`config.mk`:
```
export PLATFORM = sky130hd
export DESIGN_NAME = id_ex_dual_reg
export DESIGN_NICKNAME = d
export VERILOG_FILES = /design/src/rtl/core_pkg.sv /design/src/rtl/id_ex_slot.sv /design/src/rtl/id_ex_dual_reg.sv
export SDC_FILE = /design/constraint.sdc
export NUM_CORES = 1
export LEC_CHECK = 0
export CELL_PAD_IN_SITES_DETAIL_PLACEMENT = 1
export CELL_PAD_IN_SITES_GLOBAL_PLACEMENT = 2
export CORE_AREA = 4 4 277 279
export CTS_CLUSTER_DIAMETER = 120
export DETAILED_ROUTE_END_ITERATION = 7
export DIE_AREA = 0 0 281 283
export GPL_ROUTABILITY_DRIVEN = 0
export HOLD_SLACK_MARGIN = 0.03
export PLACE_DENSITY = 0.7
export SLEW_MARGIN = 10
export SYNTH_ARGS = -nofsm -noshare
export SYNTH_HDL_FRONTEND = slang
export SYNTH_SLANG_ARGS = --single-unit
```
`constraint.sdc`:
```
create_clock -name clk -period 3.1 [get_ports clk]
set_input_delay 0.62 -clock clk [delete_from_list [all_inputs] [get_ports clk]]
set_output_delay 0.62 -clock clk [all_outputs]
set_load 0.05 [all_outputs]
```
`src/rtl/core_pkg.sv`:
```
// Shared types for the 2-wide MIPS core pipeline.
// Holds the ID/EX slot bundle and its bubble constant.
package core_pkg;

    localparam int DATA_W = 32;
    localparam int REG_W  = 5;

    typedef enum logic [3:0] {
        ALU_NOP    = 4'd0,
        ALU_ADD    = 4'd1,
        ALU_SUB    = 4'd2,
        ALU_AND    = 4'd3,
        ALU_OR     = 4'd4,
        ALU_XOR    = 4'd5,
        ALU_NOR    = 4'd6,
        ALU_SLT    = 4'd7,
        ALU_SLTU   = 4'd8,
        ALU_SLL    = 4'd9,
        ALU_SRL    = 4'd10,
        ALU_SRA    = 4'd11,
        ALU_LUI    = 4'd12,
        ALU_MUL    = 4'd13,
        ALU_PASS_A = 4'd14,
        ALU_PASS_B = 4'd15
    } alu_op_t;

    typedef struct packed {
        logic              valid;
        logic [DATA_W-1:0] pc;
        logic [DATA_W-1:0] rs_data;
        logic [DATA_W-1:0] rt_data;
        logic [DATA_W-1:0] imm;
        logic [REG_W-1:0]  rs;
        logic [REG_W-1:0]  rt;
        logic [REG_W-1:0]  rd;
        alu_op_t           alu_op;
        logic              reg_write;
        logic              mem_read;
        logic              mem_write;
        logic              jal;
    } id_ex_slot_t;

    localparam id_ex_slot_t BUBBLE_SLOT = id_ex_slot_t'('0);

endpackage

```
`src/rtl/id_ex_slot.sv`:
```
// One way of the ID/EX register: load, bubble or hold.
// Invalid inputs are loaded as bubbles so reg_write implies valid.
module id_ex_slot
    import core_pkg::*;
(
    input  logic        clk,
    input  logic        rst_n,
    input  logic        i_kill,
    input  logic        i_hold,
    input  id_ex_slot_t i_d,
    output id_ex_slot_t o_q
);

    id_ex_slot_t r_q;
    logic        w_bubble;

    assign w_bubble = i_kill | ~i_d.valid;

    always_ff @(posedge clk or negedge rst_n) begin
        if (!rst_n) begin
            r_q <= BUBBLE_SLOT;
        end else if (!i_hold) begin
            r_q <= w_bubble ? BUBBLE_SLOT : i_d;
        end
    end

    assign o_q = r_q;

endmodule

```
`src/rtl/id_ex_dual_reg.sv`:
```
// Dual-way ID/EX pipeline register with age bit, flush/stall/squash
// control and saturating issue-width counters.
module id_ex_dual_reg #(
    parameter int DATA_W = 32,
    parameter int REG_W  = 5,
    parameter int CNT_W  = 32
) (
    input  logic              clk,
    input  logic              rst_n,
    input  logic              hold_i,
    input  logic              stall_i,
    input  logic              flush_i,
    input  logic              squash_young_i,
    input  logic              way0_oldest_D,
    input  logic              way0_valid_D,
    input  logic [DATA_W-1:0] way0_pc_D,
    input  logic [DATA_W-1:0] way0_rs_data_D,
    input  logic [DATA_W-1:0] way0_rt_data_D,
    input  logic [DATA_W-1:0] way0_imm_D,
    input  logic [REG_W-1:0]  way0_rs_D,
    input  logic [REG_W-1:0]  way0_rt_D,
    input  logic [REG_W-1:0]  way0_rd_D,
    input  logic [3:0]        way0_alu_op_D,
    input  logic              way0_reg_write_D,
    input  logic              way0_mem_read_D,
    input  logic              way0_mem_write_D,
    input  logic              way0_jal_D,
    input  logic              way1_valid_D,
    input  logic [DATA_W-1:0] way1_pc_D,
    input  logic [DATA_W-1:0] way1_rs_data_D,
    input  logic [DATA_W-1:0] way1_rt_data_D,
    input  logic [DATA_W-1:0] way1_imm_D,
    input  logic [REG_W-1:0]  way1_rs_D,
    input  logic [REG_W-1:0]  way1_rt_D,
    input  logic [REG_W-1:0]  way1_rd_D,
    input  logic [3:0]        way1_alu_op_D,
    input  logic              way1_reg_write_D,
    input  logic              way1_mem_read_D,
    input  logic              way1_mem_write_D,
    input  logic              way1_jal_D,
    output logic              way0_valid_E,
    output logic [DATA_W-1:0] way0_pc_E,
    output logic [DATA_W-1:0] way0_rs_data_E,
    output logic [DATA_W-1:0] way0_rt_data_E,
    output logic [DATA_W-1:0] way0_imm_E,
    output logic [REG_W-1:0]  way0_rs_E,
    output logic [REG_W-1:0]  way0_rt_E,
    output logic [REG_W-1:0]  way0_rd_E,
    output logic [3:0]        way0_alu_op_E,
    output logic              way0_reg_write_E,
    output logic              way0_mem_read_E,
    output logic              way0_mem_write_E,
    output logic              way0_jal_E,
    output logic              way1_valid_E,
    output logic [DATA_W-1:0] way1_pc_E,
    output logic [DATA_W-1:0] way1_rs_data_E,
    output logic [DATA_W-1:0] way1_rt_data_E,
    output logic [DATA_W-1:0] way1_imm_E,
    output logic [REG_W-1:0]  way1_rs_E,
    output logic [REG_W-1:0]  way1_rt_E,
    output logic [REG_W-1:0]  way1_rd_E,
    output logic [3:0]        way1_alu_op_E,
    output logic              way1_reg_write_E,
    output logic              way1_mem_read_E,
    output logic              way1_mem_write_E,
    output logic              way1_jal_E,
    output logic              way0_oldest_E,
    output logic [CNT_W-1:0]  cnt_dual_o,
    output logic [CNT_W-1:0]  cnt_single_o,
    output logic [CNT_W-1:0]  cnt_empty_o
);

    import core_pkg::*;

    id_ex_slot_t      w_d0, w_d1, w_q0, w_q1;
    logic             w_hold, w_kill_all, w_kill0, w_kill1;
    logic             w_nv0, w_nv1;
    logic             r_age;
    logic [CNT_W-1:0] r_cnt_dual, r_cnt_single, r_cnt_empty;

    // Flush overrides hold so a redirect lands even during a memory stall.
    assign w_hold     = hold_i & ~flush_i;
    assign w_kill_all = flush_i | stall_i;
    assign w_kill0    = w_kill_all | (squash_young_i & ~way0_oldest_D);
    assign w_kill1    = w_kill_all | (squash_young_i &  way0_oldest_D);

    assign w_nv0 = way0_valid_D & ~w_kill0;
    assign w_nv1 = way1_valid_D & ~w_kill1;

    always_comb begin
        w_d0           = BUBBLE_SLOT;
        w_d0.valid     = way0_valid_D;
        w_d0.pc        = way0_pc_D;
        w_d0.rs_data   = way0_rs_data_D;
        w_d0.rt_data   = way0_rt_data_D;
        w_d0.imm       = way0_imm_D;
        w_d0.rs        = way0_rs_D;
        w_d0.rt        = way0_rt_D;
        w_d0.rd        = way0_rd_D;
        w_d0.alu_op    = alu_op_t'(way0_alu_op_D);
        w_d0.reg_write = way0_reg_write_D;
        w_d0.mem_read  = way0_mem_read_D;
        w_d0.mem_write = way0_mem_write_D;
        w_d0.jal       = way0_jal_D;
    end

    always_comb begin
        w_d1           = BUBBLE_SLOT;
        w_d1.valid     = way1_valid_D;
        w_d1.pc        = way1_pc_D;
        w_d1.rs_data   = way1_rs_data_D;
        w_d1.rt_data   = way1_rt_data_D;
        w_d1.imm       = way1_imm_D;
        w_d1.rs        = way1_rs_D;
        w_d1.rt        = way1_rt_D;
        w_d1.rd        = way1_rd_D;
        w_d1.alu_op    = alu_op_t'(way1_alu_op_D);
        w_d1.reg_write = way1_reg_write_D;
        w_d1.mem_read  = way1_mem_read_D;
        w_d1.mem_write = way1_mem_write_D;
        w_d1.jal       = way1_jal_D;
    end

    id_ex_slot u_slot0 (
        .clk    (clk),
        .rst_n  (rst_n),
        .i_kill (w_kill0),
        .i_hold (w_hold),
        .i_d    (w_d0),
        .o_q    (w_q0)
    );

    id_ex_slot u_slot1 (
        .clk    (clk),
        .rst_n  (rst_n),
        .i_kill (w_kill1),
        .i_hold (w_hold),
        .i_d    (w_d1),
        .o_q    (w_q1)
    );

    always_ff @(posedge clk or negedge rst_n) begin
        if (!rst_n) begin
            r_age <= 1'b1;
        end else if (!w_hold) begin
            r_age <= w_kill_all ? 1'b1 : way0_oldest_D;
        end
    end

    always_ff @(posedge clk or negedge rst_n) begin
        if (!rst_n) begin
            r_cnt_dual   <= '0;
            r_cnt_single <= '0;
            r_cnt_empty  <= '0;
        end else if (!w_hold) begin
            unique case ({w_nv1, w_nv0})
                2'b11: if (r_cnt_dual != '1)
                    r_cnt_dual <= r_cnt_dual + 1'b1;
                2'b00: if (r_cnt_empty != '1)
                    r_cnt_empty <= r_cnt_empty + 1'b1;
                default: if (r_cnt_single != '1)
                    r_cnt_single <= r_cnt_single + 1'b1;
            endcase
        end
    end

    assign way0_valid_E     = w_q0.valid;
    assign way0_pc_E        = w_q0.pc;
    assign way0_rs_data_E   = w_q0.rs_data;
    assign way0_rt_data_E   = w_q0.rt_data;
    assign way0_imm_E       = w_q0.imm;
    assign way0_rs_E        = w_q0.rs;
    assign way0_rt_E        = w_q0.rt;
    assign way0_rd_E        = w_q0.rd;
    assign way0_alu_op_E    = w_q0.alu_op;
    assign way0_reg_write_E = w_q0.reg_write;
    assign way0_mem_read_E  = w_q0.mem_read;
    assign way0_mem_write_E = w_q0.mem_write;
    assign way0_jal_E       = w_q0.jal;

    assign way1_valid_E     = w_q1.valid;
    assign way1_pc_E        = w_q1.pc;
    assign way1_rs_data_E   = w_q1.rs_data;
    assign way1_rt_data_E   = w_q1.rt_data;
    assign way1_imm_E       = w_q1.imm;
    assign way1_rs_E        = w_q1.rs;
    assign way1_rt_E        = w_q1.rt;
    assign way1_rd_E        = w_q1.rd;
    assign way1_alu_op_E    = w_q1.alu_op;
    assign way1_reg_write_E = w_q1.reg_write;
    assign way1_mem_read_E  = w_q1.mem_read;
    assign way1_mem_write_E = w_q1.mem_write;
    assign way1_jal_E       = w_q1.jal;

    assign way0_oldest_E = r_age;
    assign cnt_dual_o    = r_cnt_dual;
    assign cnt_single_o  = r_cnt_single;
    assign cnt_empty_o   = r_cnt_empty;

endmodule
```
# After elaboration in Yosys (flattened, before gate mapping)
# Cells that the tools add are included.
[totals]
register_bits = 401
elab_cells = 63
[classes]
addsub = 3
eq_ne = 4
n_mux = 3
bitwise = 18
reduce_logical = 5
[ops]
columns = ["op", "n"]
rows = [
  ["152-bit 2-to-1 mux", 2],
  ["32-bit by 1-bit adder with 32-bit output (second input constant)", 3],
  ["32-bit != test (second input constant)", 3],
  ["3-bit AND reduction", 3],
  ["1-bit NOT", 8],
  ["1-bit bitwise AND", 5],
  ["1-bit bitwise OR", 5],
  ["2-bit == test (second input constant)", 1],
  ["2-bit zero test", 1],
  ["2-bit OR reduction", 1],
  ["1-bit 2-to-1 mux", 1],
]

# Longest topological paths before layout
[logic_depth]
depth_word = 9
depth_mapped = 9
mapped_depth_nobuf = 9

# Modules after synthesis
# A second synthesis with hierarchy kept.
[hier_totals]
cells_unflattened = 1783
area_unflattened_um2 = 18124.9
[modules_own_cells]
columns = ["mod", "n_inst", "cells_per_inst", "area_per_inst_um2", "seq_area_each_um2"]
rows = [
  ["id_ex_slot", 2, 659, 6626.4, 3803.6],
  ["id_ex_dual_reg", 1, 465, 4872.2, 2428.6],
]

# Worst setup path after synthesis
# No wires, ideal clock.
[synth_path]
path_type = "register to register"
startpoint = "register r_cnt_single[18] (netlist: cnt_single_o[18])"
endpoint = "register r_cnt_single[1] (netlist: cnt_single_o[1])"
setup_ns = 0.125
arrival_time_ns = 2.274
slack_ns = 0.701
path_stages_with_launch = 6
synth_period_minus_slack_ns = 2.399
cell_sequence = "dfrtp_1 -> nand3_2 -> or4_4 -> or3_1 -> and2_4 -> mux2_4"
[synth_between]
elab_chain_len = 2
[synth_rtl]
columns = ["element", "line", "source"]
rows = [
  ["from (decl)", "id_ex_dual_reg.sv:79", "logic [CNT_W-1:0] r_cnt_dual, r_cnt_single, r_cnt_empty;"],
  ["from (signal assigned)", "id_ex_dual_reg.sv:162", "r_cnt_single <= r_cnt_single + 1'b1;"],
  ["32-bit != test", "id_ex_dual_reg.sv:161", "default: if (r_cnt_single != '1)"],
  ["3-bit AND reduction (no source line)", "n/a", ""],
]
# Every way passes these cells.
# A chain may end at the register's enable or synchronous reset.

# Final worst setup path
[layout_path]
startpoint = "register r_cnt_dual[8] (netlist: cnt_dual_o[8])"
endpoint = "output cnt_dual_o[8]"
[layout_rtl]
columns = ["element", "line", "source"]
rows = [
  ["from (decl)", "id_ex_dual_reg.sv:79", ""],
  ["from (signal assigned)", "id_ex_dual_reg.sv:158", "r_cnt_dual <= r_cnt_dual + 1'b1;"],
  ["to (decl)", "id_ex_dual_reg.sv:68", "output logic [CNT_W-1:0] cnt_dual_o,"],
]
# No word-level cell between the ends.

==> impl_metrics.tcl <==
set metrics [dict create \
    skew_ps 11.0 \
    clk_pin_slew_ps 60 \
    crit_path_cell_trace "clkdlybuf4s50_1" \
    rsz0062_at_grt "no" \
    cp.arrival_ps 1970 \
    vias_per_cell 4.49 \
    grt_max_degree 143 \
    p_total_mw 13.3 \
    synthToLayoutAreaGrowth_pct 67.0 \
    tightest_slew_ps 1030 \
    crit_buf_inv 1 \
    p_per_area_nw_per_um2 519 \
    design_area_um2 25600 \
    clock_latency_ps 570 \
    ant_nets 0 \
    criticalPathCategory "reg -> out" \
    cts_made_buffers 48 \
    die_w_um 281 \
    synth_nets 1454 \
    numClockSinks 401 \
    synth_seq_cells 401 \
    rows 100 \
    h-tree-depth 2 \
    synth_area_per_cell_um2 13.4 \
    finalCoreUtilization 0.344 \
    async_reset_ff_frac 1.00 \
    clockBufferDepth 3 \
    synth_edf_count 0 \
    max_stage_delay_ps 900 \
    yosys.area.top_type_share 0.654 \
    ff2ff_setup_slack_ps 660 \
    status "completed" \
    port-buffer-count 711 \
    placeableCoreArea_um2 74200 \
    cts_resized 0 \
    grt_pass1_vias 14529 \
    crit_path_start_kind "flip-flop" \
    hold_buffers 0 \
    drive_above_1_share 0.0719 \
    synth.largest_area_cell "dfrtp_1" \
    grt_pass1_wl_mm 99.5 \
    power_leakage_nw 11.0 \
    drt_iter0_markers 444 \
    grt_use_total 0.163 \
    postLayoutSetupSlackWorst_ps 511 \
    antenna_found_initial 13 \
    finalCritPeriodShare 0.835 \
    cts_setup_buffers 0 \
    yosysUniqueCellTypes 44 \
    hpwl_mm 50.7 \
    place_area_um2 23900 \
    overflow 0 \
    fin_nets 2188 \
    cts_tree "built" \
    holdWs_ps 112 \
    cp-end-kind "primary output" \
    cp_max_fo 8 \
    ios 712 \
    drt_pass1_iterations 4 \
    setup_viol 0 \
    synth_area_leaders "dfrtp_1 (65%), a22o_1 (17%), xnor2_1 (3.9%)" \
    avgRoutedWirePerCell_um 23.2 \
    yosys_warnings 0 \
    cts_root_buf "clkbuf_16" \
    slew_headroom 0.305 \
    postRouteWirelength_mm 66.9 \
    r2r_start "cnt_single_o[18]" \
    ff2ff_path_depth 5 \
    place_ws_ps -32.7 \
    syn_area_um2 15300 \
    slew_viol_final 0 \
    hold_violations 0 \
    initial_utilization 0.206 \
    crit_cells 1 \
    syn_inst 1138 \
    num_vias 12955 \
    maxCapViolations 0 \
    cp_slowest_cell "clkdlybuf4s50_1" \
    crit_family "buffers and inverters" \
    finalCriticalPeriod_ps 2590 \
    fmax_ghz 0.386 \
    synth_sequential_area_ratio 0.656 \
    hold_path.class "in -> async" \
    cp_data_required_time_ps 2480 \
    synth_ff_type "dfrtp_1" \
    timing.rr.end "cnt_single_o[1]" \
    design.die.area_um2 79500 \
    ir_drop_v 0.000342 \
    die_h_um 283 \
    drc 0 \
]
==> worst max path at each step <==
stage                          start  slack [ps]               end
finish                 cnt_dual_o[8]         510     cnt_dual_o[8]
global route           cnt_dual_o[8]         420     cnt_dual_o[8]
CTS                    cnt_dual_o[8]         450     cnt_dual_o[8]
global placement       way0_oldest_D          30  cnt_single_o[26]
floorplan           cnt_single_o[18]         700   cnt_single_o[1]
detailed placement     way0_oldest_D         -30  cnt_single_o[27]
==> placed cells by master, fill, tap and decap left out, types with 15 or more instances in the layout <==
| cell type | count |
|---|---|
| nand3_1 | 46 |
| nand4_1 | 41 |
| buf_12 | 15 |
| nand2_1 | 36 |
| clkbuf_16 | 48 |
| buf_4 | 35 |
| dfrtp_1 | 400 |
| nor3_1 | 15 |
| clkdlybuf4s50_1 | 710 |
| xnor2_1 | 69 |
| and3_1 | 25 |
| a22o_1 | 302 |
| nor2_1 | 27 |
| xor2_1 | 19 |
==> power by group <==
group          leakage [nW]  internal, mW  total [mW]  switching (mW)
Clock                 0.784          3.45        5.79            2.34
Combinational          4.69         0.801        1.90            1.10
Sequential             5.53          5.40        5.57           0.173
==> flip-flops by register name (all words and copies together), names as in the netlist <==
name,count
u_slot1.o_q,152
way0_oldest_E,1
cnt_single_o,32
cnt_dual_o,32
cnt_empty_o,32
u_slot0.o_q,152
==> per-stage QoR <==
stage | instances | setup TNS, ps
final | 2885 | 0
after global placement | 2791 | 0
after CTS | 2874 | 0
after detailed placement | 2791 | -35.1
after global routing | 2882 | 0
after floorplan | 1138 | 0
==> synthesized netlist by cell type, drive strengths merged (9+ instances only) <==
library cell  number
xor2              19
nor3              15
nand3             47
and3              25
nand4             41
nor2              29
buf                9
a22o             302
dfrtp            400
xnor2             69
clkbuf            68
nand2             36
inv                9
==> routing by layer <==
layer,global-route usage,vias up,share of wire
met5,0,-,0
met4,0.0563,0,0.028
met3,0.0602,87,0.086
met2,0.282,464,0.51
met1,0.185,6659,0.38
li1,-,5745,-
==> cell type report <==
class,count,area [um2]
fill,7959,48600
sequential,401,10000
timing repair buffer,761,7680
multi-input combinational,651,4960
clock buffer,69,1390
tap,969,1210
clock inverter,14,206
inverter,9,33.8
antenna,11,27.5
==> kinds of logic (layout without fill, tap and decap cells) <==
family | after synthesis | in the layout | share of synthesized area
AO/OA/AOI/OAI | 318 | 318 | 0.180
XOR/XNOR | 88 | 88 | 0.0504
adder cells (fa/ha/maj) | 5 | 5 | 0.00409
buffers and inverters | 86 | 853 | 0.0212
flip-flops | 401 | 401 | 0.656
multiplexers | 3 | 3 | 0.00245
other | 0 | 11 | 0
AND/OR/NAND/NOR | 237 | 237 | 0.0859
(Power assumes the default switching activity.)
